<file path="src/rtl/ram_burst_master.sv">
// ---------------------------------------------------------------------------
// ram_burst_master
//
// Turns burst commands into per-cycle strobes on one port of a dual-port RAM
// that has a registered read (data valid one cycle after ram_re). Write bursts
// stream wr_data beats into consecutive addresses. Read bursts stream RAM
// words out through a two-entry, backpressured read buffer.
//
// Ports
//   clk, reset            : single clock, asynchronous active-high reset
//   cmd_valid/cmd_ready   : command handshake
//   cmd_write             : 1 = write burst, 0 = read burst
//   cmd_addr              : burst start address
//   cmd_len               : beats minus one
//   wr_valid/wr_ready     : write beat handshake
//   wr_data               : write beat data
//   rd_valid/rd_ready     : read beat handshake
//   rd_data               : read beat data (head of the read buffer)
//   busy                  : burst active, read in flight or buffer non-empty
//   ram_we/ram_re         : RAM write / read strobes
//   ram_addr, ram_din     : RAM address and write data
//   ram_dout              : RAM read data, valid the cycle after ram_re
// ---------------------------------------------------------------------------
module ram_burst_master #(
    parameter int DATA_WIDTH = 4,
    parameter int ADDR_WIDTH = 4,
    parameter int LEN_WIDTH  = 4
) (
    input  logic                  clk,
    input  logic                  reset,
    input  logic                  cmd_valid,
    output logic                  cmd_ready,
    input  logic                  cmd_write,
    input  logic [ADDR_WIDTH-1:0] cmd_addr,
    input  logic [LEN_WIDTH-1:0]  cmd_len,
    input  logic                  wr_valid,
    output logic                  wr_ready,
    input  logic [DATA_WIDTH-1:0] wr_data,
    output logic                  rd_valid,
    input  logic                  rd_ready,
    output logic [DATA_WIDTH-1:0] rd_data,
    output logic                  busy,
    output logic                  ram_we,
    output logic                  ram_re,
    output logic [ADDR_WIDTH-1:0] ram_addr,
    output logic [DATA_WIDTH-1:0] ram_din,
    input  logic [DATA_WIDTH-1:0] ram_dout
);

    localparam logic [1:0] ST_IDLE  = 2'd0;
    localparam logic [1:0] ST_WRITE = 2'd1;
    localparam logic [1:0] ST_READ  = 2'd2;

    logic [1:0]            r_state;
    logic [ADDR_WIDTH-1:0] r_addr;
    logic [LEN_WIDTH-1:0]  r_remaining;
    logic                  r_inflight;
    logic [DATA_WIDTH-1:0] r_mem [2];
    logic                  r_wptr;
    logic                  r_rptr;
    logic [1:0]            r_count;

    logic                  w_pop;
    logic [2:0]            w_occupancy;
    logic                  w_creditOk;
    logic                  w_issue;
    logic                  w_writeBeat;
    logic                  w_advance;

    assign rd_valid    = (r_count != 2'd0);
    assign w_pop       = rd_valid && rd_ready;

    // Buffered words plus the one still coming back from the RAM must never
    // exceed the buffer depth, counting the slot freed by a pop this cycle.
    // A pop implies r_count >= 1, so the subtraction cannot underflow.
    assign w_occupancy = {1'b0, r_count} + {2'b00, r_inflight};
    assign w_creditOk  = (w_occupancy - {2'b00, w_pop}) < 3'd2;

    assign w_issue     = (r_state == ST_READ) && w_creditOk;
    assign w_writeBeat = (r_state == ST_WRITE) && wr_valid;
    assign w_advance   = w_issue || w_writeBeat;

    assign cmd_ready   = (r_state == ST_IDLE);
    assign wr_ready    = (r_state == ST_WRITE);
    assign ram_we      = w_writeBeat;
    assign ram_re      = w_issue;
    assign ram_addr    = r_addr;
    assign ram_din     = (r_state == ST_WRITE) ? wr_data : '0;
    // Gate the head with rd_valid so an empty buffer shows zero, not stale data.
    assign rd_data     = rd_valid ? r_mem[r_rptr] : '0;
    assign busy        = (r_state != ST_IDLE) || r_inflight || rd_valid;

    // Command/burst sequencing: address and beat counters advance once per
    // accepted write beat or issued read; the last beat returns to idle.
    always_ff @(posedge clk or posedge reset) begin
        if (reset) begin
            r_state     <= ST_IDLE;
            r_addr      <= '0;
            r_remaining <= '0;
        end else begin
            case (r_state)
                ST_IDLE: begin
                    if (cmd_valid) begin
                        r_addr      <= cmd_addr;
                        r_remaining <= cmd_len;
                        r_state     <= cmd_write ? ST_WRITE : ST_READ;
                    end
                end
                ST_WRITE, ST_READ: begin
                    if (w_advance) begin
                        r_addr      <= r_addr + ADDR_WIDTH'(1);
                        r_remaining <= r_remaining - LEN_WIDTH'(1);
                        if (r_remaining == '0) begin
                            r_state <= ST_IDLE;
                        end
                    end
                end
                default: r_state <= ST_IDLE;
            endcase
        end
    end

    // Read return path: a read issued this cycle lands on ram_dout next cycle
    // and is pushed into the two-entry buffer; clearing r_inflight on reset
    // is what discards the word returning right after release.
    always_ff @(posedge clk or posedge reset) begin
        if (reset) begin
            r_inflight <= 1'b0;
            r_wptr     <= 1'b0;
            r_rptr     <= 1'b0;
            r_count    <= 2'd0;
            r_mem[0]   <= '0;
            r_mem[1]   <= '0;
        end else begin
            r_inflight <= w_issue;
            if (r_inflight) begin
                r_mem[r_wptr] <= ram_dout;
                r_wptr        <= ~r_wptr;
            end
            if (w_pop) begin
                r_rptr <= ~r_rptr;
            end
            r_count <= r_count + {1'b0, r_inflight} - {1'b0, w_pop};
        end
    end

endmodule

</file>
<file path="config.mk">
export PLATFORM = sky130hd
export DESIGN_NAME = ram_burst_master
export DESIGN_NICKNAME = d
export VERILOG_FILES = /design/src/rtl/ram_burst_master.sv
export SDC_FILE = /design/constraint.sdc
export NUM_CORES = 1
export LEC_CHECK = 0
export CORE_MARGIN = 1.5
export CORE_UTILIZATION = 47
export CTS_CLUSTER_DIAMETER = 60
export DETAILED_ROUTE_END_ITERATION = 10
export GPL_TIMING_DRIVEN = 0
export PLACE_DENSITY = 0.77
export REMOVE_ABC_BUFFERS = 1
export SLEW_MARGIN = 0
export SYNTH_ARGS = -nofsm -noshare
export SYNTH_HDL_FRONTEND = slang
export SYNTH_SLANG_ARGS = --single-unit
</file>
<file path="constraint.sdc">
create_clock -name clk -period 3.2 [get_ports clk]
set_input_delay 0.64 -clock clk [delete_from_list [all_inputs] [get_ports clk]]
set_output_delay 0.64 -clock clk [all_outputs]
set_load 0.02 [all_outputs]
</file>
Yosys cells after proc, flatten, opt, wreduce, memory -nomap -nowiden --
Index checks and enable logic that the tools add are counted.
Storage, ports and cells: word-level logic and storage cells 62, input bits 22, bits in registers 23, output and inout port bits 18
Operators by class: order comparisons 4, muxes and demuxes 19, reductions and logical operators 15, eq/ne operators 5, add/sub/neg operators 6, bitwise logic cells 4
Operator list (count):
- two-way mux 4 bit | 10
- case mux 4 bit (2 select lines) | 2
- bitwise mux 8 bit | 1
- two-way mux 2 bit | 4
- inequality test 2 bit (second input constant) | 3
- AND reduction 3 bit | 2
- nonzero test 2 bit | 3
- adder 4 x 1 -> 4 bit (second input constant) | 1
- demux 4 bit (select 1 bit) | 1
- greater-or-equal comparator 2 bit (second input constant) | 2
- logical AND 1 bit | 4
- logical NOT 4 bit | 1
- inverter 1 -> 2 bit | 2
- case mux 2 bit (2 select lines) | 1
- subtractor 4 x 1 -> 4 bit (second input constant) | 1
- adder 2 x 1 -> 3 bit | 1
- logical OR 1 bit | 3
- < comparator 3 x 2 -> 1 bit (second input constant) | 1
- subtractor 3 x 1 -> 3 bit | 1
- adder 2 x 1 -> 2 bit | 1
- == test 2 x 1 -> 1 bit (second input constant) | 1
- == test 2 bit (second input constant) | 1
- logical NOT 2 bit | 1
- < comparator 2 x 1 -> 1 bit (second input constant) | 1
- other kinds (3) | 4

Depth between registers and ports, before layout --
Gate-level depths: netlist of the first run.
depth after elaboration 8, gate-level depth with buffers 10, mapped depth without buffers 10

Least setup slack after synthesis of the first run --
OpenSTA, ideal clock, no wires.
path kind reg-to-output, start point reg r_count[1], end point out ram_re, cell stages (with the launch flop) 9, slack 270 ps, arrival 2290 ps, path buffers 0, data required time 2560 ps, cells stage by stage dfrtp_1 -> nor2_1 -> nor2b_1 -> ha_1 -> inv_1 -> ha_1 -> fa_1 -> nand2b_1 -> nor2_1
On the way: longest elaborated chain between the ends 5, elaborated cells on any way between the ends 6, those cells by class 2 x add/sub; 1 x order compare; 3 x reduce/logical
RTL lines:
- start: declaration | line 61 | logic [1:0] r_count;
- start signal: assignment | line 143 | r_count <= r_count + {1'b0, r_inflight} - {1'b0, w_pop};
- nonzero test 2 bit | line 70 | assign rd_valid = (r_count != 2'd0);
- logical AND 1 bit | line 71 | assign w_pop = rd_valid && rd_ready;
- via w_pop | line 63 | logic w_pop;
- subtractor 3 x 1 -> 3 bit | line 77 | assign w_creditOk = (w_occupancy - {2'b00, w_pop}) < 3'd2;
- < comparator 3 x 2 -> 1 bit | line 77
- logical AND 1 bit | line 79 | assign w_issue = (r_state == ST_READ) && w_creditOk;
- end: declaration | line 44 | output logic ram_re,
The timed path passes the listed nets, and every way through them passes these cells.

Worst setup path after layout of the first run --
Same ends and word-level chain as after synthesis.

==> impl_summary.txt, run 1 <==
----------------------------------------------------
[Run status]
  Run status ... finished, final reports clean

[Route]
  Met3 wire length ... 118 um
  Routed wire length ... 2806 um
  Routed vias ... 1,085
  Met1 routed wirelength after detailed routing ... 1197 um
  Count of TritonRoute iterations in the first routing pass ... 4
  Number of DRC markers after the initial detailed-route iteration ... 20
  Routed wire length per instance ... 13.69 um
  Antenna Nets Post-Route ... 0
  Met2 WL post-DR ... ~1400 um
  Routed vias/inst ... 5.293
  Residual DRC ... 0
  Uppermost metal layer occupied by signal nets ... met4

[Yosys]
  Proportion of netlist area held by the largest area contributor ... about 42%
  Most area-hungry cell type in the Yosys netlist ... dfrtp_1
  Adder-cell area share of the yosys netlist ... under 10%
  Share of synthesized area spent on multiplexers ... 14.87%
  Xor/xnor share of the synthesized area ... between 2 and 2.5%
  Register bit total from synthesis ... 23
  Cell variety after synth ... 32
  Post-Syn Area ... around 1400 um^2
  Yosys warnings ... 0
  Main combinational cell family by area after synthesis ... simple AND/OR/NAND/NOR gates
  Cells after Synth ... 131
  Compound-cell area share of the yosys netlist ... a little under an eighth
  Simple-Gate Fraction of Synth Area ... 15.97%
  Portion of the post-synthesis area used by sequential elements ... 42.47%
  Ranking of synthesized cells by area ... dfrtp_1, mux2_2, mux2i_1
  Post-Synthesis Mean Instance Area ... approximately 10 um^2

[CTS]
  Cell chosen for the clock root ... clkbuf_4
  Clk pin slew, worst setup/hold paths ... 0.13 ns
  CTS tree ... built
  CTS Sinks ... 23
  Number of buffers on the longest clock path ... 2
  Skew-Pair Late Insertion Delay ... about 0.32 ns
  Number of clock buffers inserted by TritonCTS ... 3
  H-tree Lvls ... 1

[Place]
  Placer's final routability congestion estimate ... 0.7729
  Input/output buffers ... 39
  Placed wire-length estimate ... about 2100 um
  Placed Cells ... 197
  Pre-CTS setup slack ... -0.7380 ns

[GRT]
  Wire length of the first global-routing pass ... 4830 um
  Via count of the first global-routing pass ... between 1,000 and 1,500
  Overall routing resource usage ... 19.51%
  Antenna violations before repair ... 0
  Congestion Overflow GR ... 0
  Pin count of the biggest net entering global routing ... 24

[Power and ir drop]
  Part of the total power dissipated in combinational logic ... 65.2%
  Fraction of power consumed by sequential logic ... around 28%
  Static leakage power ... 0.8359 nW
  Worst VDD drop ... 859.6 uV
  Total net switching power ... 899.9 uW
  Cell internal power dissipation ... 1.161 mW
  Switching power share of the total ... 43.67%
  Total Power ... 2.061 mW
  Power density over the cells ... between 1000 and 1500 nW/um^2
  Clock network fraction of design power ... 6.6%

[Floorplanning]
  Horizontal die dimension ... 56.70 um
  Core Area ... 2734 um^2
  Initial core utilization ... 49.57%
  Die ar. ... 3214 um^2
  Num ports ... 40
  Die boundary height ... 56.70 um
  Placement Rows ... 19

[Timing]
  Number of failing hold endpoints at the final stage ... 0
  Smallest hold slack ... between 0.4 and 0.5 ns
  RSZ-0062 raised after global routing ... false
  Worst Setup Slack, final ... 0.2022 ns
  Max-slew violation count ... 0
  Fmax achieved ... 333.6 MHz
  Transition time at the pin with the least slew margin ... 0.8631 ns
  Post-layout min period ... 2.998 ns
  Clk_skew ... 0.004630 ns
  Final critical-path share of the clock period ... 93.68%
  Final setup violation count ... 0
  Normalized max-slew margin ... a little over two fifths

[Critical path]
  Required time worst endpoint ... 2.56 ns
  Startpoint of the worst setup timing path ... r_count[1]
  Setup Crit Path Kind ... reg2out
  Crit path capture type ... primary output
  Sort of element at the start of the critical path ... register
  Reg2reg setup slack ... 0.44 ns
  WP data arrival ... 2.36 ns
  Reg2Reg Launch Point ... r_count[1]
  Maximum fanout encountered on the critical timing path ... 3

[Min path]
  Worst hold start ... r_wptr
  Type of the tightest min-delay check ... reg2reg

[Layout]
  Most frequent cells in the layout ... clkdlybuf4s50_1, dfrtp_1, inv_1, mux2i_1
  Area growth from synthesis to layout ... 37.95%
  Antenna diode instance count ... 0
  Post-route core utilization ... 68.38%
  Fraction of layout instances using a drive strength above 1 ... roughly 16%
  Most common cell after layout, fill and taps aside ... clkdlybuf4s50_1
  Nets ... 205
  Final non-filler cell total ... 205

[Job]
  Total of max-cap violations ... 0

----------------------------------------------------
## layout make-up
type	count	area, um^2
Clock buffer	3	22.52
Clock inverter	1	5.005
Fill cell	237	864.6
Inverter	12	45.04
Multi-Input combinational cell	92	762.0
Sequential cell	23	575.6
Tap cell	31	38.79
Timing Repair Buffer	43	420.4
## power by group through the flow
stage               clock network (mW)  logic (mW)  registers, mW
floorplan                            0       0.827          0.576
global placement                     0        1.20          0.562
detailed placement                   0        1.24          0.576
CTS                              0.145        1.35          0.580
global route                     0.151        1.48          0.599
finish                           0.136        1.34          0.580
## flip-flops by register name, summed over array words and instances (netlist names)
| name | cells |
|---|---|
| r_state | 2 |
| r_mem | 8 |
| r_wptr | 1 |
| ram_addr | 4 |
| r_inflight | 1 |
| r_count | 2 |
| r_remaining | 4 |
| r_rptr | 1 |
## metrics by stage
stage	setup TNS (ns)	cell area (um^2)
final	0	1869
after detailed placement	-1.515	1765
after floorplan	0	1336
after global placement	-0.7100	1765
after CTS	0	1862
after global routing	0	1869
## critical path, cell delays in order, from the launching register on
cell	delay, ns
dfrtp_1	0.49
nor2_4	0.15
nor2b_4	0.05
ha_1	0.27
inv_1	0.06
ha_2	0.17
fa_2	0.45
nand2b_4	0.17
nor2_4	0.09
buf_6	0.12
## cells in the mapped netlist
| master | count |
|---|---|
| mux2_2 | 9 |
| a21oi_1 | 9 |
| o21a_1 | 1 |
| nor3b_2 | 1 |
| dfrtp_1 | 23 |
| nand3b_1 | 2 |
| o211ai_2 | 1 |
| o22ai_1 | 4 |
| nor3b_1 | 2 |
| nand2_1 | 7 |
| ha_1 | 7 |
| o31ai_1 | 1 |
| xor2_1 | 2 |
| nor3_1 | 1 |
| o21ai_4 | 1 |
| clkbuf_1 | 1 |
| nand2b_1 | 8 |
| and3_1 | 2 |
| inv_1 | 12 |
| nand3_1 | 3 |
| mux2i_1 | 10 |
| nor2b_1 | 1 |
| nor2_1 | 9 |
| a31o_1 | 1 |
| fa_1 | 1 |
| a41o_1 | 1 |
| buf_2 | 3 |
| and2_1 | 4 |
| a31oi_1 | 1 |
| a2bb2oi_1 | 1 |
| a41oi_1 | 1 |
| xnor2_2 | 1 |
## path summary, 6_finish.rpt
path | depth (start not counted) | endpoint
max | 9 | ram_re
min | 1 | r_wptr
max reg2reg | 11 | ram_addr[2]
min reg2reg | 1 | r_wptr
max in group asynchronous | 2 | r_remaining[0]
min in group asynchronous | 2 | r_mem[0]
## metal layers
| metal | vias up | track usage, % |
|---|---|---|
| li1 | 535 | - |
| met1 | 521 | 23.41 |
| met2 | 25 | 34.05 |
| met3 | 4 | 2.765 |
| met4 | 0 | 9.184 |
| met5 | - | 0 |
## cell families (layout without fill, tap and decap cells)
family | count (synthesis) | after routing
simple gates | 40 | 40
flops | 23 | 23
compound gates | 22 | 22
mux | 19 | 19
buf+inv | 16 | 59
fa+ha+maj | 8 | 8
xor+xnor | 3 | 3
## timing repair
action | CTS | global route
hold buffers | 0 | 0
setup buffers | 3 | 1
resized for setup | 18 | 0
pin swaps | 3 | 1
endpoints found under the setup margin | 1 | 1
Power figures use the tool's default switching activity.
==> inputs of run 2 (changes only) <==
- CORE_MARGIN: 1.5 -> not set
==> run 2 against run 1 <==
Clock skew increased by 0.0012 ns. Total power increased by 3.1%. Clock power hardly changed. Combinational power grew 5%. Setup slack worse by 0.084 ns. Worst hold slack better by 0.0027 ns. Cell area up 2.1%. Core utilization up 1.4 points. Register-to-register slack got worse by 0.20 ns. Critical path depth did not move. Maximum frequency fell by 2.7%. Non-clock buffer count grew 3. Highest routed layer is now met3.
==> impl_summary.txt, run 2 (synthesized netlist as in run 1, its figures left out) <==
----------------------------------------------------
[Route]
  Routed vias/inst ... 5.317 (+0.47%)
  Routed vias ... 1,106 (+1.9%)
  Routed wire length per instance ... 13.82 um (+0.95%)
  Residual DRC ... 0 (unchanged)
  Antenna Nets Post-Route ... 0 (unchanged)
  Number of DRC markers after the initial detailed-route iteration ... 11 (-45%)
  Count of TritonRoute iterations in the first routing pass ... 4 (unchanged)
  Routed wire length ... 2874 um (+2.4%)

[Timing]
  Clk_skew ... 0.005790 ns (+0.001161 ns)
  Final setup violation count ... 0 (unchanged)
  Fmax achieved ... 324.5 MHz (-2.7%)
  Post-layout min period ... 3.082 ns (+0.08393 ns)
  Worst Setup Slack, final ... 0.1183 ns (-0.08393 ns)
  Transition time at the pin with the least slew margin ... 0.8590 ns (-0.004088 ns)
  Setup Total Neg Slack ... 0 ns (unchanged)
  Max-slew violation count ... 0 (unchanged)
  Final critical-path share of the clock period ... 96.30% (+2.6 points)
  Number of failing hold endpoints at the final stage ... 0 (unchanged)
  Normalized max-slew margin ... 42.67% (+0.27 points)

[Power and ir drop]
  Part of the total power dissipated in combinational logic ... 66.3% (+1.1 points)
  Total net switching power ... 924.1 uW (+2.7%)
  Static leakage power ... 0.8567 nW (+2.5%)
  Worst VDD drop ... 786.8 uV (-8.5%)
  Total Power ... 2.125 mW (+3.1%)
  Clock network fraction of design power ... 6.3% (-0.3 points)
  Fraction of power consumed by sequential logic ... 27.5% (-0.6 points)
  Cell internal power dissipation ... 1.201 mW (+3.5%)
  Power density over the cells ... 1114 nW/um^2 (+1.0%)
  Switching power share of the total ... 43.48% (-0.19 points)

[CTS]
  H-tree Lvls ... 1 (unchanged)
  CTS Sinks ... 23 (unchanged)
  Clk pin slew, worst setup/hold paths ... 0.12 ns (about the same)
  Number of clock buffers inserted by TritonCTS ... 3 (unchanged)
  Cell chosen for the clock root ... clkbuf_4
  Number of buffers on the longest clock path ... 2 (unchanged)
  CTS tree ... built
  Skew-Pair Late Insertion Delay ... 0.30 ns (-0.02 ns)

[GRT]
  Overall routing resource usage ... 19.23% (-0.27 points)
  Antenna violations before repair ... 0 (unchanged)
  Wire length of the first global-routing pass ... 4816 um (-0.29%)
  Congestion Overflow GR ... 0 (unchanged)
  Via count of the first global-routing pass ... 1,084 (+0.18%)
  Pin count of the biggest net entering global routing ... 24 (unchanged)

[Critical path]
  Critical Path Slowest Stage Cell ... fa_2
  WP data arrival ... 2.44 ns (+0.08 ns)
  Endpoint of the most critical setup path ... ram_re
  Startpoint of the worst setup timing path ... r_count[1]
  Reg2reg setup slack ... 0.24 ns (-0.20 ns)
  Sort of element at the start of the critical path ... register
  Family of cells with the greatest summed delay on the critical path ... adder cells
  Endpoint of the most critical register-to-register path ... ram_addr[2]
  Crit path capture type ... primary output
  Maximum fanout encountered on the critical timing path ... 7 (+4)
  CP cell instances ... nor2_4 -> nor2b_4 -> ha_4 -> inv_1 -> ha_2 -> fa_2 -> nand2b_4 -> nor2_4 -> buf_6
  Count of cell instances traversed by the critical path ... 9 (unchanged)
  Setup Crit Path Kind ... reg2out
  Reg2Reg Launch Point ... r_count[1]
  Biggest cell delay along the critical path ... 0.54 ns (+0.05 ns)
  Most prevalent standard cell on the critical path ... nor2_4
  FF-to-FF path depth ... 12 (+1)
  Worst path bufs/invs ... 2 (unchanged)
  Required time worst endpoint ... 2.56 ns (about the same)

[Layout]
  Fraction of layout instances using a drive strength above 1 ... 18.08% (+2.0 points)
  Most common cell after layout, fill and taps aside ... clkdlybuf4s50_1
  Max reg flops ... 8 (unchanged)
  Area growth from synthesis to layout ... 40.81%
  Final non-filler cell total ... 208 (+1.5%)
  Register with the most flip-flops ... r_mem
  Most frequent cells in the layout ... clkdlybuf4s50_1, dfrtp_1, inv_1, mux2i_1
  Antenna diode instance count ... 0 (unchanged)
  Nets ... 208 (+1.5%)

[Place]
  Placed Cells ... 197 (unchanged)
  Placed wire-length estimate ... 2114 um (-1.3%)
  Pre-CTS setup slack ... -0.7023 ns (+0.03575 ns)
  Placer's final routability congestion estimate ... 0.7954 (+2.9%)
  Input/output buffers ... 39 (unchanged)

[Job]
  Total of max-cap violations ... 0 (unchanged)

[Min path]
  Worst hold path cell count ... 1 (unchanged)
  Type of the tightest min-delay check ... reg2reg

[Floorplanning]
  Die ar. ... 3102 um^2 (-3.5%)
  Horizontal die dimension ... 55.70 um (-1.8%)
  Initial core utilization ... 49.57% (unchanged)
  Die boundary height ... 55.70 um (-1.8%)
  Placement Rows ... 19 (unchanged)
  Core Area ... 2734 um^2 (unchanged)
  Num ports ... 40 (unchanged)

[Run status]
  Run status ... finished, final reports clean

----------------------------------------------------
## run 2: changes by cell type in the layout (fill, tap and decap cells not counted), sizes merged
cell / previous run / this run
dlygate4sd2: 1 / 0
dlymetal6s2s: 0 / 1
buf: 5 / 8
## run 2: area by class of cell
type | count | area, um^2
Fill cell | 223 | 825.8
Multi-Input combinational cell | 92 | 774.5
Sequential cell | 23 | 575.6
Timing Repair Buffer | 46 | 446.7
Inverter | 12 | 45.04
Tap cell | 31 | 38.79
Clock buffer | 3 | 22.52
Clock inverter | 1 | 5.005
## run 2: power groups by stage
stage | combinational [mW] | sequential, mW | clock, mW
floorplan | 0.827 | 0.576 | 0
global placement | 1.20 | 0.563 | 0
detailed placement | 1.25 | 0.577 | 0
CTS | 1.38 | 0.581 | 0.138
global route | 1.54 | 0.607 | 0.147
finish | 1.41 | 0.584 | 0.133
## run 2: what timing repair did
action                     CTS  global route
buffers inserted             4             3
hold buffers                 0             0
resized for setup           17             2
pin swaps                    4             2
setup endpoints to repair    1             1
## run 2: per-stage QoR
step	util (%)	instance area, um^2	hold slack [ns]
2_1_floorplan	-	1336	0.4543
4_1_cts	68.42	1871	0.4999
3_5_place_dp	64.58	1765	0.4701
5_1_grt	69.79	1908	0.5210
6_report	69.79	1908	0.5024
3_3_place_gp	64.58	1765	0.4699
## run 2: worst reg2reg max path, delay by kind of cell (launching register included)
family / cells / cell delay [ns]
AOI/OAI and AO/OA: 3 / 0.71
and+or+nand+nor: 3 / 0.51
DFF: 1 / 0.49
buffers and inverters: 3 / 0.32
adders and majority gates: 3 / 0.86
## run 2: how the worst min path moves through the flow
stage	from	to	slack (ns)
after floorplan	r_wptr	r_wptr	0.45
after global placement	r_wptr	r_wptr	0.47
after detailed placement	r_wptr	r_wptr	0.47
after CTS	r_wptr	r_wptr	0.50
after global routing	r_wptr	r_wptr	0.52
final	r_wptr	r_wptr	0.50
## run 2: metal layers
| layer | routed length, um | part of all wire (%) | global-route usage (%) | vias to the layer above |
|---|---|---|---|---|
| met5 | 0 | 0 | 0 | - |
| met1 | 1288 | 45 | 24.43 | 538 |
| met2 | 1486 | 52 | 35.46 | 21 |
| li1 | - | - | - | 547 |
| met4 | 0 | 0 | 1.071 | 0 |
| met3 | 99 | 3.4 | 3.721 | 0 |
==> inputs of run 3 (changes only) <==
- CORE_UTILIZATION: 47 -> 55
- DONT_BUFFER_PORTS: not set -> 1
- PLACE_DENSITY: 0.77 -> 0.67
- SLEW_MARGIN: 0 -> 20
==> run 3 against run 2 <==
Sequential share of layout area grew 10 points. Global-route usage grew 0.080 points. Largest cell class unchanged. Combinational power shrank 30%. Sequential power grew 4.6%. First-iteration DRC count shrank 36%. Largest power group unchanged. Clock-buffer cell count is the same. Core utilization shrank 7.2 points. Critical endpoint unchanged. Non-clock buffer count shrank 45.
==> impl_summary.txt, run 3 (synthesized netlist as in run 1, its figures left out) <==
----------------------------------------------------
[Run status]
  Run status ... finished, final reports clean

[Layout]
  Final Instance Area ... 1424 um^2 (-25%)
  Most common cell after layout, fill and taps aside ... dfrtp_1
  Area growth from synthesis to layout ... 5.079%
  Nets ... 163 (-22%)
  Max reg flops ... 8 (unchanged)
  Post-route core utilization ... 62.56% (-7.2 points)
  Filler cells ... 202 (-9.4%)
  Fraction of layout instances using a drive strength above 1 ... 15.91% (-2.2 points)
  Antenna diode instance count ... 0 (unchanged)
  Register with the most flip-flops ... r_mem
  Most frequent cells in the layout ... dfrtp_1, inv_1, mux2i_1, mux2_2, a21oi_1

[GRT]
  Overall routing resource usage ... 19.31% (+0.080 points)
  Via count of the first global-routing pass ... 867 (-20%)
  Antenna violations before repair ... 0 (unchanged)
  Congestion Overflow GR ... 0 (unchanged)
  Wire length of the first global-routing pass ... 3746 um (-22%)
  Pin count of the biggest net entering global routing ... 24 (unchanged)

[Floorplanning]
  Initial core utilization ... 59.54% (+10 points)
  Die ar. ... 2666 um^2 (-14%)
  Placement Rows ... 17 (-2)
  Num ports ... 40 (unchanged)
  Horizontal die dimension ... 51.64 um (-7.3%)
  Core Area ... 2276 um^2 (-17%)
  Die boundary height ... 51.64 um (-7.3%)

[CTS]
  H-tree Lvls ... 1 (unchanged)
  Number of hold buffers added after cts ... 0 (unchanged)
  CTS Sinks ... 23 (unchanged)
  Cell chosen for the clock root ... clkbuf_4
  Skew-Pair Late Insertion Delay ... 0.31 ns (about the same)
  CTS tree ... built
  Clk pin slew, worst setup/hold paths ... 0.12 ns (about the same)
  Number of buffers on the longest clock path ... 2 (unchanged)
  Number of clock buffers inserted by TritonCTS ... 3 (unchanged)

[Route]
  Residual DRC ... 0 (unchanged)
  Number of DRC markers after the initial detailed-route iteration ... 7 (-4)
  Routed wire length per instance ... 14.83 um (+7.3%)
  Routed vias/inst ... 5.963 (+12%)
  Antenna Nets Post-Route ... 0 (unchanged)
  Routed wire length ... 2372 um (-17%)
  Routed vias ... 954 (-14%)
  Count of TritonRoute iterations in the first routing pass ... 4 (unchanged)

[Power and ir drop]
  Static leakage power ... 0.6585 nW (-23%)
  Power density over the cells ... 1209 nW/um^2 (+8.5%)
  Worst VDD drop ... 706.2 uV (-10%)

[Place]
  Input/output buffers ... 0 (-100%)
  Cell area reported after detailed placement ... 1371 um^2 (-22%)
  Placer's final routability congestion estimate ... 0.7376 (-7.3%)
  Placed wire-length estimate ... 1809 um (-14%)

[Timing]
  Max-slew violation count ... 0 (unchanged)
  Post-layout min period ... 2.998 ns (-0.08398 ns)
  RSZ-0062 raised after global routing ... false
  Final setup violation count ... 0 (unchanged)
  Clk_skew ... 0.008986 ns (+0.003196 ns)
  Normalized max-slew margin ... 42.46% (-0.21 points)
  Fmax achieved ... 333.6 MHz (+2.8%)
  Transition time at the pin with the least slew margin ... 0.8622 ns (+0.003150 ns)
  Number of failing hold endpoints at the final stage ... 0 (unchanged)
  Final critical-path share of the clock period ... 93.68% (-2.6 points)

[Critical path]
  Startpoint of the worst setup timing path ... r_count[1]
  Required time worst endpoint ... 2.56 ns (about the same)
  Reg2Reg Launch Point ... r_count[1]
  WP data arrival ... 2.36 ns (-0.08 ns)
  Sort of element at the start of the critical path ... register
  Crit path capture type ... primary output
  Biggest cell delay along the critical path ... 0.48 ns (-0.06 ns)
  Critical Path Slowest Stage Cell ... dfrtp_1
  Setup Crit Path Kind ... reg2out
  CP cell instances ... nor2_4 -> nor2b_1 -> ha_1 -> inv_1 -> ha_1 -> fa_1 -> nand2b_2 -> nor2_4
  Maximum fanout encountered on the critical timing path ... 3 (-4)

[Job]
  Total of max-cap violations ... 0 (unchanged)

[Min path]
  Type of the tightest min-delay check ... in2async

----------------------------------------------------
==> run 3: per-layer routing <==
layer,GRT usage [%],vias up,share of wire [%]
li1,-,461,-
met1,21.44,460,42
met2,34.42,31,51
met3,7.895,2,6.3
met4,4.054,0,0.59
met5,0,-,0
==> run 3: where the power goes <==
| part | internal, mW | leakage (nW) | total [mW] | switching (mW) |
|---|---|---|---|---|
| sequential | 0.442 | 0.271 | 0.611 | 0.169 |
| clock | 0.0466 | 0.0177 | 0.130 | 0.0833 |
| combinational | 0.405 | 0.370 | 0.980 | 0.575 |
==> run 3: per-stage QoR <==
step / worst slack [ns] / hold WS (ns) / total power, mW / setup TNS [ns] / cells
floorplan: 0.2698 / 0.4543 / 1.403 / 0 / 127
global placement: 0.04131 / 0.4712 / 1.529 / 0 / 155
detailed placement: -0.01195 / 0.4769 / 1.571 / -0.01195 / 155
CTS: 0.009520 / 0.4091 / 1.729 / 0 / 159
global route: 0.06562 / 0.4515 / 1.864 / 0 / 160
finish: 0.2022 / 0.3834 / 1.721 / 0 / 160
==> run 3: critical path, delay by kind of cell (launching register included) <==
family / cells / cell delay (ns)
adders and majority gates: 3 / 0.82
and+or+nand+nor: 4 / 0.70
DFF: 1 / 0.48
buffers and inverters: 1 / 0.05
==> run 3: area by class of cell <==
cell class | instances | area (um^2) | share of cell area (%)
Timing Repair Buffer | 1 | 7.507 | 0.5272
Tap cell | 28 | 35.03 | 2.460
Inverter | 12 | 45.04 | 3.163
Clock buffer | 3 | 22.52 | 1.582
Clock inverter | 1 | 5.005 | 0.3515
Sequential cell | 23 | 575.6 | 40.42
Multi-Input combinational cell | 92 | 733.2 | 51.49
==> run 3: final timing paths <==
kind | end | cells past startpoint | slack, ns
worst max-delay path | ram_re | 8 | 0.20
worst min-delay path | ram_addr[2] | 1 | 0.38
worst max register to register | ram_addr[1] | 10 | 0.54
worst min register to register | r_wptr | 1 | 0.49
max in group asynchronous | r_wptr | 1 | 2.29
min in group clk | r_state[0] | 2 | 0.47
==> run 3: timing repair <==
| action | 4_1_cts | 5_1_grt |
|---|---|---|
| pin swaps | 0 | 1 |
| endpoints found under the setup margin | 1 | 1 |
| resized for setup | 4 | 1 |
| setup buffers | 0 | 1 |
| hold endpoints to repair | 0 | 0 |
==> variant 1, RTL diff (settings of run 3) <==
`LEN_WIDTH`: 4 -> 16.
--- a/src/rtl/ram_burst_master.sv
+++ b/src/rtl/ram_burst_master.sv
@@ -25,5 +25,5 @@
     parameter int DATA_WIDTH = 4,
     parameter int ADDR_WIDTH = 4,
-    parameter int LEN_WIDTH  = 4
+    parameter int LEN_WIDTH  = 16
 ) (
     input  logic                  clk,
Ports: changed (resized cmd_len); port bits go from 40 to 52. No check against the original RTL was run, so the function may have changed too.
==> variant 1 against run 3 <==
Clock power rose to 2.5 times the old value; sequential power rose by 55%; sequential cell count rose by 12; sequential share of layout area fell by 1.4 points; final area rose by 58%; total power rose by 51%; first-iteration DRC count rose to 7.9 times the old value; setup slack got worse by 0.075 ns; routed wire length rose by 89%; synthesized area rose by 55%; critical path type unchanged.
==> variant 1: results (changes against run 3) <==
The synthesized instance count was 218 (was 131). The fraction of power consumed by the clock network was 0.126 (was 0.075). The met2 wire length is 2.28 mm (was 1.21 mm), and the clock network power is 0.327 mW (was 0.130 mW). The tools report the met1 wire length as 1.89 mm (was 993 um). The H-tree depth came out at 2 (was 1). The tools report the final RePlAce weighted congestion as 0.786 (was 0.738). The flow ran to the end, and the final reports show no timing, DRC or antenna violations.

The number of sinks driven by the clock tree was 35 (was 23). Maximum number of pins on one net before global-route repair: 53 (was 24). The logs give 3.04 mm (was 1.81 mm) for the HPWL after detailed placement and 1160 sq um (was 733 sq um) for the multi-input combinational cell area.

Routed length per instance: 17.0 um (was 14.8 um). Cell at the slowest stage of the critical path: sky130_fd_sc_hd__dfrtp_2 (was sky130_fd_sc_hd__dfrtp_1). For the overall global routing resource usage, the log shows 0.231 (was 0.193). The tools report the initial DRC count as 55 (was 7). The tools report the largest voltage drop on the vdd net as 596 uV (was 706 uV). Total placed instance area: 2110 sq um (was 1370 sq um). The power dissipated in combinational cells was 1.33 mW (was 0.980 mW); the number of detailed-route iterations in the first pass was 5 (was 4). The longest individual stage delay on the worst path came out at 0.45 ns (was 0.48 ns). The mean area per synthesized cell came out at 9.61 sq um (was 10.3 sq um). The run gives 0.921 nW (was 0.658 nW) as the leakage power. For the met3 capacity usage during global routing, the log shows 0.0768 (was 0.0789). For the arrival time at the worst endpoint, the log shows 2.43 ns (was 2.36 ns).

The number of flip-flops in the largest register was 16 (was 8); the fraction of met1 tracks used by global routing was 0.264 (was 0.214). For the number of buffers created by CTS, the log shows 5 (was 3). The fraction of final layout cells sized beyond drive strength 1 is 0.120 (was 0.159), and the clock input transition at the sequential cells of the worst setup and hold paths is 0.07 ns (was 0.12 ns).
[variant 1: final timing paths]
check	from	to	slack, ns
min in group clk	cmd_write	r_state[1]	0.42
max in group asynchronous	reset	r_count[1]	2.34
worst max register to register	r_count[1]	ram_addr[2]	0.16
worst max-delay path	r_count[1]	ram_re	0.13
worst min-delay path	reset	ram_addr[3]	0.34
worst min register to register	r_mem[4]	r_mem[4]	0.49
[variant 1: cells by family after synthesis]
| kind of cell | share of synthesized area |
|---|---|
| flops | 0.418 |
| fa+ha+maj | 0.0513 |
| simple gates | 0.185 |
| mux | 0.0866 |
| buf+inv | 0.0531 |
| compound gates | 0.190 |
| xor+xnor | 0.0161 |
[variant 1: layout make-up]
type / count / area share
inverters: 17 / 0.0284
clock buffers: 6 / 0.0367
clock inverters: 1 / 0.00222
multi-input cells: 157 / 0.516
well taps: 48 / 0.0267
flip-flops and latches: 35 / 0.390
==> variant 2, RTL diff (config.mk and constraints of run 3) <==
Without the edit above. Make the reset (`reset`) synchronous in 2 clocked blocks. Comments in the files are not updated.
--- a/src/rtl/ram_burst_master.sv
+++ b/src/rtl/ram_burst_master.sv
@@ -93,5 +93,5 @@
     // Command/burst sequencing: address and beat counters advance once per
     // accepted write beat or issued read; the last beat returns to idle.
-    always_ff @(posedge clk or posedge reset) begin
+    always_ff @(posedge clk) begin
         if (reset) begin
             r_state     <= ST_IDLE;
@@ -124,5 +124,5 @@
     // and is pushed into the two-entry buffer; clearing r_inflight on reset
     // is what discards the word returning right after release.
-    always_ff @(posedge clk or posedge reset) begin
+    always_ff @(posedge clk) begin
         if (reset) begin
             r_inflight <= 1'b0;
Function: differs if reset is asserted again (counterexample within 4 cycles, from zero or initial values and one cycle with reset high); with reset held inactive, the same outputs for 10 cycles.
==> variant 2 against run 3 <==
Setup slack worse by 0.034 ns; final cell count is 10% higher; register-to-register slack worse by 0.06 ns; total power down 13%; largest cell class unchanged; maximum frequency is 1.1% lower; synthesized area rose by 3.1%; non-clock buffer count is 1 lower; combinational power down 20%; final area increased by 3.7%; sequential power decreased by 20%; count of clock-buffer cells in the layout did not move; sequential cell count up 1; highest routed layer unchanged; routed wire length up 6.2%.
==> variant 2: results (changes against run 3) <==
The share of synthesized registers carrying an async set or reset was 0 (was 1.00). Worst reg2reg path endpoint: r_remaining[3] (was ram_addr[1]). The run gives 0.530 (was 0.425) as the worst slew margin relative to its limit. Ranking of synthesized cells by instance count: sky130_fd_sc_hd__nor2_1 (19), sky130_fd_sc_hd__dfxtp_1 (16), sky130_fd_sc_hd__inv_1 (15) (was sky130_fd_sc_hd__dfrtp_1 (23), sky130_fd_sc_hd__inv_1 (12), sky130_fd_sc_hd__mux2i_1 (10)). The met2 wire length was 1.28 mm (was 1.21 mm); the number of enable-type register cells in the synthesized netlist was 8 (was 0). For the wire length reported by the detailed router, the log shows 2.52 mm (was 2.37 mm). The tools report the pre-CTS setup slack as 0.192 ns (was -0.0120 ns). The logs give 40 (was 32) for the post-synthesis cell type count and 738 uV (was 706 uV) for the largest voltage drop on the vdd net. Cell at the slowest stage of the critical path: sky130_fd_sc_hd__fa_1 (was sky130_fd_sc_hd__dfrtp_1). Peak fanout along the critical path: 6 (was 3). The logs give 901 (was 867) for the number of global-route vias before repair and 194 (was 202) for the total of fill cells in the finished design. The maximum number of pins on one net before global-route repair came out at 23 (was 24). The flow ran to the end, and the final reports show no timing, DRC or antenna violations.

The vias per cell was 5.64 (was 5.96). The routed length per instance was 14.3 um (was 14.8 um). The flop-to-flop setup slack came out at 0.48 ns (was 0.54 ns).

The tools report the total placed instance area as 1410 sq um (was 1370 sq um). The final net count was 179 (was 163); the final clock skew was 0.00654 ns (was 0.00899 ns). The HPWL after detailed placement is 1.88 mm (was 1.81 mm), and the final RePlAce weighted congestion is 0.767 (was 0.738). The fraction of the yosys area taken by sequential cells was 0.401 (was 0.425). Total placed cells including tap cells: 172 (was 155).

The class of the tightest hold or removal check is in2reg (was in2async). The overall global routing resource usage is 0.197 (was 0.193), and the met1 wire length is 1.13 mm (was 993 um). Leakage power: 0.597 nW (was 0.658 nW). The longest individual stage delay on the worst path is 0.44 ns (was 0.48 ns), and the slack of the critical path is 0.168 ns (was 0.202 ns). Startpoint of the lowest-slack register-to-register path: r_count[1] (unchanged). Cell types occupying the most area after synthesis: sky130_fd_sc_hd__dfxtp_1 (23%), sky130_fd_sc_hd__edfxtp_1 (17%), sky130_fd_sc_hd__ha_1 (6.3%), sky130_fd_sc_hd__nor2_1 (5.1%), sky130_fd_sc_hd__mux2i_1 (5.0%) (was sky130_fd_sc_hd__dfrtp_1 (42%), sky130_fd_sc_hd__mux2_2 (7.5%), sky130_fd_sc_hd__mux2i_1 (7.4%), sky130_fd_sc_hd__ha_1 (6.5%), sky130_fd_sc_hd__nand2b_1 (3.7%)). The tools report the amount of wire on met3 after detailed routing as 107 um (was 150 um).
-- variant 2: area by class of cell --
cell class | instances | area (sq um) | share of cell area
Multi-Input combinational cell | 105 | 771 | 0.522
Sequential cell | 24 | 562 | 0.381
Inverter | 15 | 56.3 | 0.0381
Tap cell | 28 | 35.0 | 0.0237
Clock inverter | 1 | 30.0 | 0.0203
Clock buffer | 3 | 22.5 | 0.0153
-- variant 2: how the worst min path moves through the flow --
stage	startpoint	end	slack, ns	depth (start not counted)
global placement	r_wptr	r_wptr	0.46	2
finish	reset	ram_addr[1]	0.37	1
global route	reset	ram_addr[1]	0.35	1
floorplan	r_wptr	r_wptr	0.45	2
CTS	reset	ram_addr[1]	0.35	1
detailed placement	r_wptr	r_wptr	0.47	2
-- variant 2: cells by family (layout without fill, tap and decap cells) --
kind of cell,count (synthesis),after routing,synth area share
fa+ha+maj,8,8,0.0770
flops,24,24,0.401
compound gates,28,28,0.169
simple gates,58,58,0.210
buf+inv,21,19,0.0582
mux,9,9,0.0662
xor+xnor,2,2,0.0179
-- variant 2: report_power, final --
part | total [mW] | leakage [nW] | switching [mW] | internal (mW)
Combinational | 0.786 | 0.355 | 0.494 | 0.291
Clock | 0.217 | 0.0279 | 0.0901 | 0.127
Sequential | 0.489 | 0.214 | 0.0928 | 0.396
Total | 1.49 | 0.597 | 0.677 | 0.814
-- variant 2: routing by layer --
metal | track usage | up-vias
met5 | 0 | -
met4 | 0.0658 | 0
met3 | 0.0290 | 2
met2 | 0.350 | 19
met1 | 0.239 | 455
li1 | - | 516
-- variant 2: worst max-delay path, delay by kind of cell (launching register included) --
kind	cells	cell delay [ns]
and+or+nand+nor	4	0.77
adders and majority gates	3	0.89
buffers and inverters	1	0.04
DFF	1	0.37
